File: config.mk
export PLATFORM = sky130hd
export DESIGN_NAME = avmm_copy_master
export DESIGN_NICKNAME = d
export VERILOG_FILES = /design/src/rtl/avmm_copy_master.sv
export SDC_FILE = /design/constraint.sdc
export NUM_CORES = 1
export LEC_CHECK = 0
export BUFFER_PORTS_ARGS = -buffer_cell sky130_fd_sc_hd__buf_2
export CAP_MARGIN = 15
export CORE_ASPECT_RATIO = 0.9
export CORE_UTILIZATION = 24
export DETAILED_ROUTE_END_ITERATION = 6
export HOLD_SLACK_MARGIN = 0.1
export PLACE_DENSITY = 0.48
export RECOVER_POWER = 50
export SLEW_MARGIN = 10
export SYNTH_ARGS = -nofsm -noshare
export SYNTH_HDL_FRONTEND = slang
export SYNTH_SLANG_ARGS = --single-unit
export TNS_END_PERCENT = 10
File: constraint.sdc
create_clock -name clk -period 9.65 [get_ports clk]
set_input_delay 1.93 -clock clk [delete_from_list [all_inputs] [get_ports clk]]
set_output_delay 1.93 -clock clk [all_outputs]
set_load 0.05 [all_outputs]
File: src/rtl/avmm_copy_master.sv
// avm copy engine: Avalon-MM master that copies len_words 32-bit words
// from src_addr to dst_addr in FIFO-sized read/write batches.
//
// Ports
//   clk, reset_n        clock, synchronous active-low reset
//   start               one-cycle request, sampled only while idle
//   src_addr, dst_addr  byte addresses (low two bits ignored)
//   len_words           number of words to copy (0 allowed)
//   busy, done          status; done pulses for one cycle at completion
//   avm_*               Avalon-MM master command/response signals
//   checksum            sum of written words (AVMM_COPY_CHECKSUM_EN only)
//
// Optional feature macro: AVMM_COPY_CHECKSUM_EN
module avmm_copy_master #(
    parameter int ADDR_W     = 15,
    parameter int LEN_W      = 13,
    parameter int FIFO_DEPTH = 8
) (
    input  logic              clk,
    input  logic              reset_n,
    input  logic              start,
    input  logic [ADDR_W-1:0] src_addr,
    input  logic [ADDR_W-1:0] dst_addr,
    input  logic [LEN_W-1:0]  len_words,
    output logic              busy,
    output logic              done,
    output logic [ADDR_W-1:0] avm_address,
    output logic              avm_read,
    output logic              avm_write,
    output logic [3:0]        avm_byteenable,
    output logic [31:0]       avm_writedata,
    input  logic [31:0]       avm_readdata,
    input  logic              avm_readdatavalid,
    input  logic              avm_waitrequest
`ifdef AVMM_COPY_CHECKSUM_EN
    ,
    output logic [31:0]       checksum
`endif
);

    localparam int PTR_W = $clog2(FIFO_DEPTH);
    localparam int CNT_W = PTR_W + 1;

    localparam logic [LEN_W-1:0]  DEPTH_L = LEN_W'(FIFO_DEPTH);
    localparam logic [CNT_W-1:0]  DEPTH_C = CNT_W'(FIFO_DEPTH);
    localparam logic [ADDR_W-1:0] WORD_MASK = ~ADDR_W'(3);
    localparam logic [ADDR_W-1:0] WORD_STEP = ADDR_W'(4);

    typedef enum logic [2:0] {
        S_IDLE,
        S_READ,
        S_WAIT_DATA,
        S_WRITE,
        S_DONE
    } state_t;

    state_t state_q, state_d;

    logic [ADDR_W-1:0] src_q, src_d;
    logic [ADDR_W-1:0] dst_q, dst_d;
    logic [LEN_W-1:0]  rem_q, rem_d;
    logic [CNT_W-1:0]  batch_q, batch_d;
    logic [CNT_W-1:0]  issued_q, issued_d;
    logic [CNT_W-1:0]  received_q, received_d;
    logic [CNT_W-1:0]  written_q, written_d;
    logic [PTR_W-1:0]  wr_ptr_q, wr_ptr_d;
    logic [PTR_W-1:0]  rd_ptr_q, rd_ptr_d;

    logic [31:0] fifo_mem_q [FIFO_DEPTH];

    logic rd_acc;
    logic wr_acc;
    logic capture;

    function automatic logic [CNT_W-1:0] batch_of(
        input logic [LEN_W-1:0] rem
    );
        if (rem >= DEPTH_L) begin
            return DEPTH_C;
        end
        return rem[CNT_W-1:0];
    endfunction

    assign rd_acc = avm_read & ~avm_waitrequest;
    assign wr_acc = avm_write & ~avm_waitrequest;

    // Only responses to reads of the current batch are kept; anything
    // arriving with no read outstanding (e.g. after a reset) is dropped.
    assign capture = avm_readdatavalid
                   & (state_q != S_IDLE)
                   & (issued_q != received_q);

    assign avm_byteenable = 4'hF;
    assign avm_writedata  = fifo_mem_q[rd_ptr_q];

    always_comb begin
        state_d    = state_q;
        src_d      = src_q;
        dst_d      = dst_q;
        rem_d      = rem_q;
        batch_d    = batch_q;
        issued_d   = issued_q;
        received_d = received_q;
        written_d  = written_q;
        wr_ptr_d   = wr_ptr_q;
        rd_ptr_d   = rd_ptr_q;
        avm_read    = 1'b0;
        avm_write   = 1'b0;
        avm_address = '0;
        busy        = (state_q != S_IDLE);
        done        = 1'b0;

        if (capture) begin
            received_d = received_q + CNT_W'(1);
            wr_ptr_d   = wr_ptr_q + PTR_W'(1);
        end

        unique case (state_q)
            S_IDLE: begin
                if (start) begin
                    src_d      = src_addr & WORD_MASK;
                    dst_d      = dst_addr & WORD_MASK;
                    rem_d      = len_words;
                    batch_d    = batch_of(len_words);
                    issued_d   = '0;
                    received_d = '0;
                    written_d  = '0;
                    if (len_words == '0) begin
                        state_d = S_DONE;
                    end else begin
                        state_d = S_READ;
                    end
                end
            end
            S_READ: begin
                avm_read    = 1'b1;
                avm_address = src_q;
                if (rd_acc) begin
                    src_d    = src_q + WORD_STEP;
                    issued_d = issued_q + CNT_W'(1);
                    if (issued_d == batch_q) begin
                        state_d = S_WAIT_DATA;
                    end
                end
            end
            S_WAIT_DATA: begin
                if (received_q == batch_q) begin
                    state_d = S_WRITE;
                end
            end
            S_WRITE: begin
                avm_write   = 1'b1;
                avm_address = dst_q;
                if (wr_acc) begin
                    dst_d     = dst_q + WORD_STEP;
                    rd_ptr_d  = rd_ptr_q + PTR_W'(1);
                    written_d = written_q + CNT_W'(1);
                    if (written_d == batch_q) begin
                        rem_d      = rem_q - LEN_W'(batch_q);
                        batch_d    = batch_of(rem_d);
                        issued_d   = '0;
                        received_d = '0;
                        written_d  = '0;
                        if (rem_d == '0) begin
                            state_d = S_DONE;
                        end else begin
                            state_d = S_READ;
                        end
                    end
                end
            end
            S_DONE: begin
                done    = 1'b1;
                state_d = S_IDLE;
            end
            default: begin
                state_d = S_IDLE;
            end
        endcase
    end

    always_ff @(posedge clk) begin
        if (!reset_n) begin
            state_q    <= S_IDLE;
            src_q      <= '0;
            dst_q      <= '0;
            rem_q      <= '0;
            batch_q    <= '0;
            issued_q   <= '0;
            received_q <= '0;
            written_q  <= '0;
            wr_ptr_q   <= '0;
            rd_ptr_q   <= '0;
        end else begin
            state_q    <= state_d;
            src_q      <= src_d;
            dst_q      <= dst_d;
            rem_q      <= rem_d;
            batch_q    <= batch_d;
            issued_q   <= issued_d;
            received_q <= received_d;
            written_q  <= written_d;
            wr_ptr_q   <= wr_ptr_d;
            rd_ptr_q   <= rd_ptr_d;
        end
    end

    // Storage needs no reset: pointers define what is valid.
    always_ff @(posedge clk) begin
        if (capture) begin
            fifo_mem_q[wr_ptr_q] <= avm_readdata;
        end
    end

`ifdef AVMM_COPY_CHECKSUM_EN
    logic [31:0] ck_q, ck_d;

    always_comb begin
        ck_d = ck_q;
        if ((state_q == S_IDLE) && start) begin
            ck_d = '0;
        end else if (wr_acc) begin
            ck_d = ck_q + avm_writedata;
        end
    end

    always_ff @(posedge clk) begin
        if (!reset_n) begin
            ck_q <= '0;
        end else begin
            ck_q <= ck_d;
        end
    end

    assign checksum = ck_q;
`endif

endmodule

* Yosys cells after proc, flatten, opt, wreduce, memory -nomap -nowiden *
Memories as Yosys holds them, arrays and structs flattened. A register that Yosys moved wholly into a read port is not among the register bits.
Cells that the tools add are included.

cells by class
  multiply operators = 0
  shift operators = 0
  bitwise operators = 5
  divide/modulo/power cells = 0
  reductions and logical operators = 13
  multiplexer cells = 55
  eq/ne operators = 14
  $lt $le $gt $ge = 2
  $add $sub $neg = 8

operators with widths
  cell                   number
  $pmux 15 s2            3
  $mux 4                 17
  $mux 15                4
  $mux 13                3
  $add 15x3->15 const B  2
  $mux 3                 10
  $ge 13x4->1 const B    2
  $logic_not 13->1       2
  $pmux 13 s2            1
  $pmux 4 s2             3
  $sub 13x4->13          1
  $add 4x1->4 const B    3
  $eq 4x4->1             3
  $mux 1                 12
  $ne 2x2->1 const B     6
  $pmux 3 s4             1
  $pmux 4 s3             1
  $add 3x1->3 const B    2
  $eq 3x2->1 const B     2
  $reduce_and 3->1       2
  $reduce_and 6->1       1
  $reduce_bool 3->1      2
  $reduce_and 5->1       1
  $and 1x1->1            4
  8 further kinds        9

word-level totals
  memory bits (read-only) = 0
  bits in writable memories = 256
  memories = 1
  bits in latches = 0
  output and inout port bits = 55
  flip-flop bits (word level) = 68

memories
  memory      depth  bits a word  read ports  clocked after memory_dff  write ports  RTL line  text
  fifo_mem_q  8      32           1           1                         1            69        logic [31:0] fifo_mem_q [FIFO_DEPTH];

* Logic depth before layout (Yosys ltp) *
  word-level depth = 10
  depth in mapped cells = 9
  gate-level depth less buffers = 9

* Least setup slack after synthesis *
No wires, ideal clock.

  path type = input port to flip-flop
  from = input avm_readdatavalid
  to = memory fifo_mem_q[0][0], enable pin
  arrival time = 4973 ps
  buffers on the path = 0
  required time = 9189 ps
  stages = 4
  slack = 4215 ps
  path through = nand2_1 -> a41oi_1 -> nand2b_1 -> nor3_1

on the way
  longest elaborated chain between the ends = 4

RTL lines
  element                       RTL line  text
  start, declared               33        input logic avm_readdatavalid,
  $and 1x1->1                   90        & (state_q != S_IDLE)
  $and 1x1->1                   91        & (issued_q != received_q);
  $mux 1                        210       if (capture) begin
  $mux 1 (implied by the code)  211       fifo_mem_q[wr_ptr_q] <= avm_readdata;
  end, declared                 69

No other way between the ends.

==> impl_metrics.yaml <==
power:
  sw_frac_of_total_pct: 31.47
  power_leakage_nw: 5.447
  pwr-share-comb_pct: 22.0
  power.share.clock_pct: 36.8
  internal-power_mw: 2.775
  power.ir.vdd_worst_v: 0.0001334
  share_seq_of_total_power_pct: 41.2
  net-switching-power_mw: 1.274
  power.density_nw_per_um2: 242.4
clocking:
  clock_sink_count: 323
  cts-buffers-inserted: 40
  h_tree_depth: 2
  worst_skew_pair.late_latency_ns: 0.56
  clock_tree_from_tritoncts: "yes"
  max-clock-path-buffers: 3
  ctsHoldBuffers: 0
  cts.clk_slew.worst_paths_ns: 0.05
  clock_tree.root_cell: "sky130_fd_sc_hd__clkbuf_16"
  ctsResizeCount: 0
  cts_post_setup_buffers_inserted: 0
floorplanning:
  die-width_um: 256.6
  top_level_ports: 135
  floorplan.initialDensity_pct: 24.42
  row_count: 83
  core_area_sq_um: 57330
  die_area_sq_um: 59300
  die_height_um: 231.1
job:
  drv.max_cap_violation_count: 2
outcome:
  failed_checks: "capacitance limit, slew limit"
  status: "complete, but fails checks"
timing:
  finalSetupViolations: 0
  timing.clock.skew_ns: 0.01551
  fin_setup_tns_ns: 0
  final_cycle_utilization_of_the_critical_path_pct: 52.83
  min_tclk_post_route_ns: 5.098
  hold_viol: 0
  setup_repair_after_global_routing_missed_its_margin: "false"
  final_max_slew_viol_count: 67
  fmax_mhz: 196.1
  timing.max_slew.rel_slack_pct: -36.26
  worst_pin_slew_ns: 2.044
setup_path:
  critical_path_at_ns: 3.17
  ff2ff_setup_slack_ns: 5.81
  rr_startpoint: "state_q[0]$_SDFFE_PN0P_"
  cp_max_fo: 42
  timing.critical_path.to_type: "primary output"
  criticalPathCategory: "flip-flop to primary output"
  reg2reg_to: "fifo_mem_q[4][30]$_DFFE_PP_"
  worstPathRequired_ns: 7.72
  r2r.worst_path.cells: 8
  crit_end: "avm_writedata[13]"
  kind_of_launch_point_of_the_worst_setup_path: "flip-flop"
detailed_routing:
  viasPerCell: 4.542
  num_vias: 8502
  wl_um: 34330
  detail-route-antenna-nets: 0
  avgRoutedWirePerCell_um: 18.34
  drcViolationCount: 0
  drt_pass1_iterations: 5
  drtIter0Drc: 443
logic_synthesis:
  yosysUniqueCellTypes: 71
  ys_flop_type: "sky130_fd_sc_hd__edfxtp_1"
  synth.ff_latch_count: 323
  yosysWarningCount: 0
  synthesized_area_per_cell_sq_um: 14.77
  synth-edff-count: 256
  synth-seq-area-share_pct: 64.50
  ys_async_sr_fraction_pct: 0
  synth_cells: 948
  syn_area_sq_um: 14000
global_route:
  pin_count_of_the_biggest_net_entering_global_routing: 65
  grt.overflow.total: 0
  number_of_antenna_violations_at_the_first_check_in_global_routing: 6
  grt_use_total_pct: 11.67
  grt_pass1_wl_um: 53190
  first_global_vias: 8828
cells_and_area:
  final_layout_size_suffix_gt1_share_pct: 26.76
  nets: 1169
  sequential_cell_area_sq_um: 9035
  multi_input_comb_area_sq_um: 4658
  fin_util_pct: 29.14
  filler_cell_count: 5866
  area_delta_synth_final_pct: 19.35
worst_hold_path:
  hold_path_class: "flip-flop to flip-flop"
place:
  place_hpwl_um: 20310
  buffer_ports.inserted: 124
  place_congestion: 0.7732
==> critical path: stages, from the launching register on <==
cell and delay [ns]:
sky130_fd_sc_hd__dfxtp_4 0.66, sky130_fd_sc_hd__buf_4 0.79, sky130_fd_sc_hd__mux4_2 0.59, sky130_fd_sc_hd__mux2_2 0.30
sky130_fd_sc_hd__buf_2 0.22
==> worst min path at each step <==
stage	start	endpoint	slack, ns	cells after the start
2_1_floorplan	written_q[1]$_SDFFE_PN0P_	written_q[1]$_SDFFE_PN0P_	0.45	2
3_3_place_gp	written_q[1]$_SDFFE_PN0P_	written_q[1]$_SDFFE_PN0P_	0.47	2
3_5_place_dp	written_q[1]$_SDFFE_PN0P_	written_q[1]$_SDFFE_PN0P_	0.49	2
4_1_cts	rd_ptr_q[1]$_SDFFE_PN0P_	flip-flop	0.50	2
5_1_grt	written_q[3]$_SDFFE_PN0P_	written_q[3]$_SDFFE_PN0P_	0.53	2
6_report	rd_ptr_q[1]$_SDFFE_PN0P_	flip-flop	0.49	2
==> cell families after synthesis <==
group           share of synthesized area, %
mux                                    13.17
other cells                          0.05365
flops                                  64.50
compound gates                         8.697
simple gates                           8.241
buf+inv                                2.404
xor+xnor                               1.814
fa+ha+maj                              1.126
==> area by class of cell <==
| class | instances | area share, % |
|---|---|---|
| Clock buffer | 49 | 6.440 |
| Tap cell | 765 | 5.729 |
| Multi-Input combinational cell | 558 | 27.88 |
| Timing Repair Buffer | 141 | 4.179 |
| Sequential cell | 323 | 54.08 |
| Antenna cell | 1 | 0.01498 |
| Inverter | 13 | 0.2921 |
| Clock inverter | 22 | 1.385 |
==> registers in the layout, indices dropped and copies added, names as in the netlist, named ones only <==
name and count:
fifo_mem_q 256, received_q 4, rem_q 13, rd_ptr_q 3
wr_ptr_q 3, src_q 13, dst_q 13, written_q 4
state_q 3, batch_q 4, issued_q 4
==> power groups by stage <==
stage / combinational (mW) / clock [mW] / sequential [mW]
6_report: 0.892 / 1.49 / 1.67
5_1_grt: 0.984 / 1.59 / 1.68
4_1_cts: 0.901 / 1.55 / 1.67
3_5_place_dp: 0.893 / 0 / 1.69
3_3_place_gp: 0.890 / 0 / 1.69
2_1_floorplan: 0.718 / 0 / 1.65
==> per-stage QoR <==
| stage | setup WS [ns] | hold slack (ns) | instance area [sq um] | cells | power (mW) |
|---|---|---|---|---|---|
| after CTS | 4.395 | 0.4958 | 16800 | 1871 | 4.113 |
| after detailed placement | 5.004 | 0.4892 | 15490 | 1800 | 2.588 |
| after floorplan | 4.215 | 0.4492 | 14010 | 952 | 2.368 |
| after global placement | 5.003 | 0.4676 | 15490 | 1800 | 2.582 |
| after global routing | 4.299 | 0.5275 | 16700 | 1871 | 4.257 |
| final | 4.552 | 0.4909 | 16710 | 1872 | 4.050 |
==> metal layers <==
layer | wire, um | part of all wire [%] | global-route usage [%] | vias to the layer above
met5 | 62 | 0.18 | 0 | -
met4 | 606 | 1.8 | 3.106 | 10
met3 | 1941 | 5.7 | 3.018 | 49
met2 | 15810 | 46 | 18.91 | 206
met1 | 15900 | 46 | 15.42 | 4280
li1 | - | - | - | 3957
==> synth_stat cells, drive strengths merged, types with 15 or more instances <==
| cell type | n | area share (%) |
|---|---|---|
| mux4 | 64 | 10 |
| nor2 | 70 | 1.9 |
| o21ai | 34 | 1.2 |
| a22o | 15 | 0.94 |
| nand2 | 66 | 1.8 |
| a21oi | 49 | 1.8 |
| nor3 | 15 | 0.54 |
| mux2 | 33 | 2.7 |
| buf | 20 | 0.81 |
| nand3 | 21 | 0.75 |
| edfxtp | 256 | 55 |
| xnor2 | 16 | 1.0 |
| clkbuf | 38 | 1.2 |
| dfxtp | 67 | 9.6 |
==> placed cells by master, fill, tap and decap left out, drive strengths merged, types with 5 or more instances in the layout <==
cell | synthesis | final
mux4 | 64 | 64
mux2 | 33 | 33
dfxtp | 67 | 67
conb | 2 | 6
nor4 | 7 | 7
edfxtp | 256 | 256
nor2b | 6 | 6
nand4 | 5 | 5
a22oi | 8 | 8
a31oi | 9 | 9
nor2 | 70 | 70
ha | 11 | 11
or3 | 12 | 12
xor2 | 13 | 13
nand3 | 21 | 21
nand2 | 66 | 66
nand2b | 10 | 10
a22o | 15 | 15
o31ai | 9 | 9
a41oi | 5 | 5
inv | 12 | 17
a21oi | 49 | 49
xnor2 | 16 | 16
o21ai | 34 | 34
clkbuf | 38 | 85
o21a | 9 | 9
nor3 | 15 | 15
buf | 20 | 105
o221a | 5 | 5
and3 | 5 | 5
clkinv | 1 | 11
a21o | 6 | 6
(Power assumes the default switching activity.)
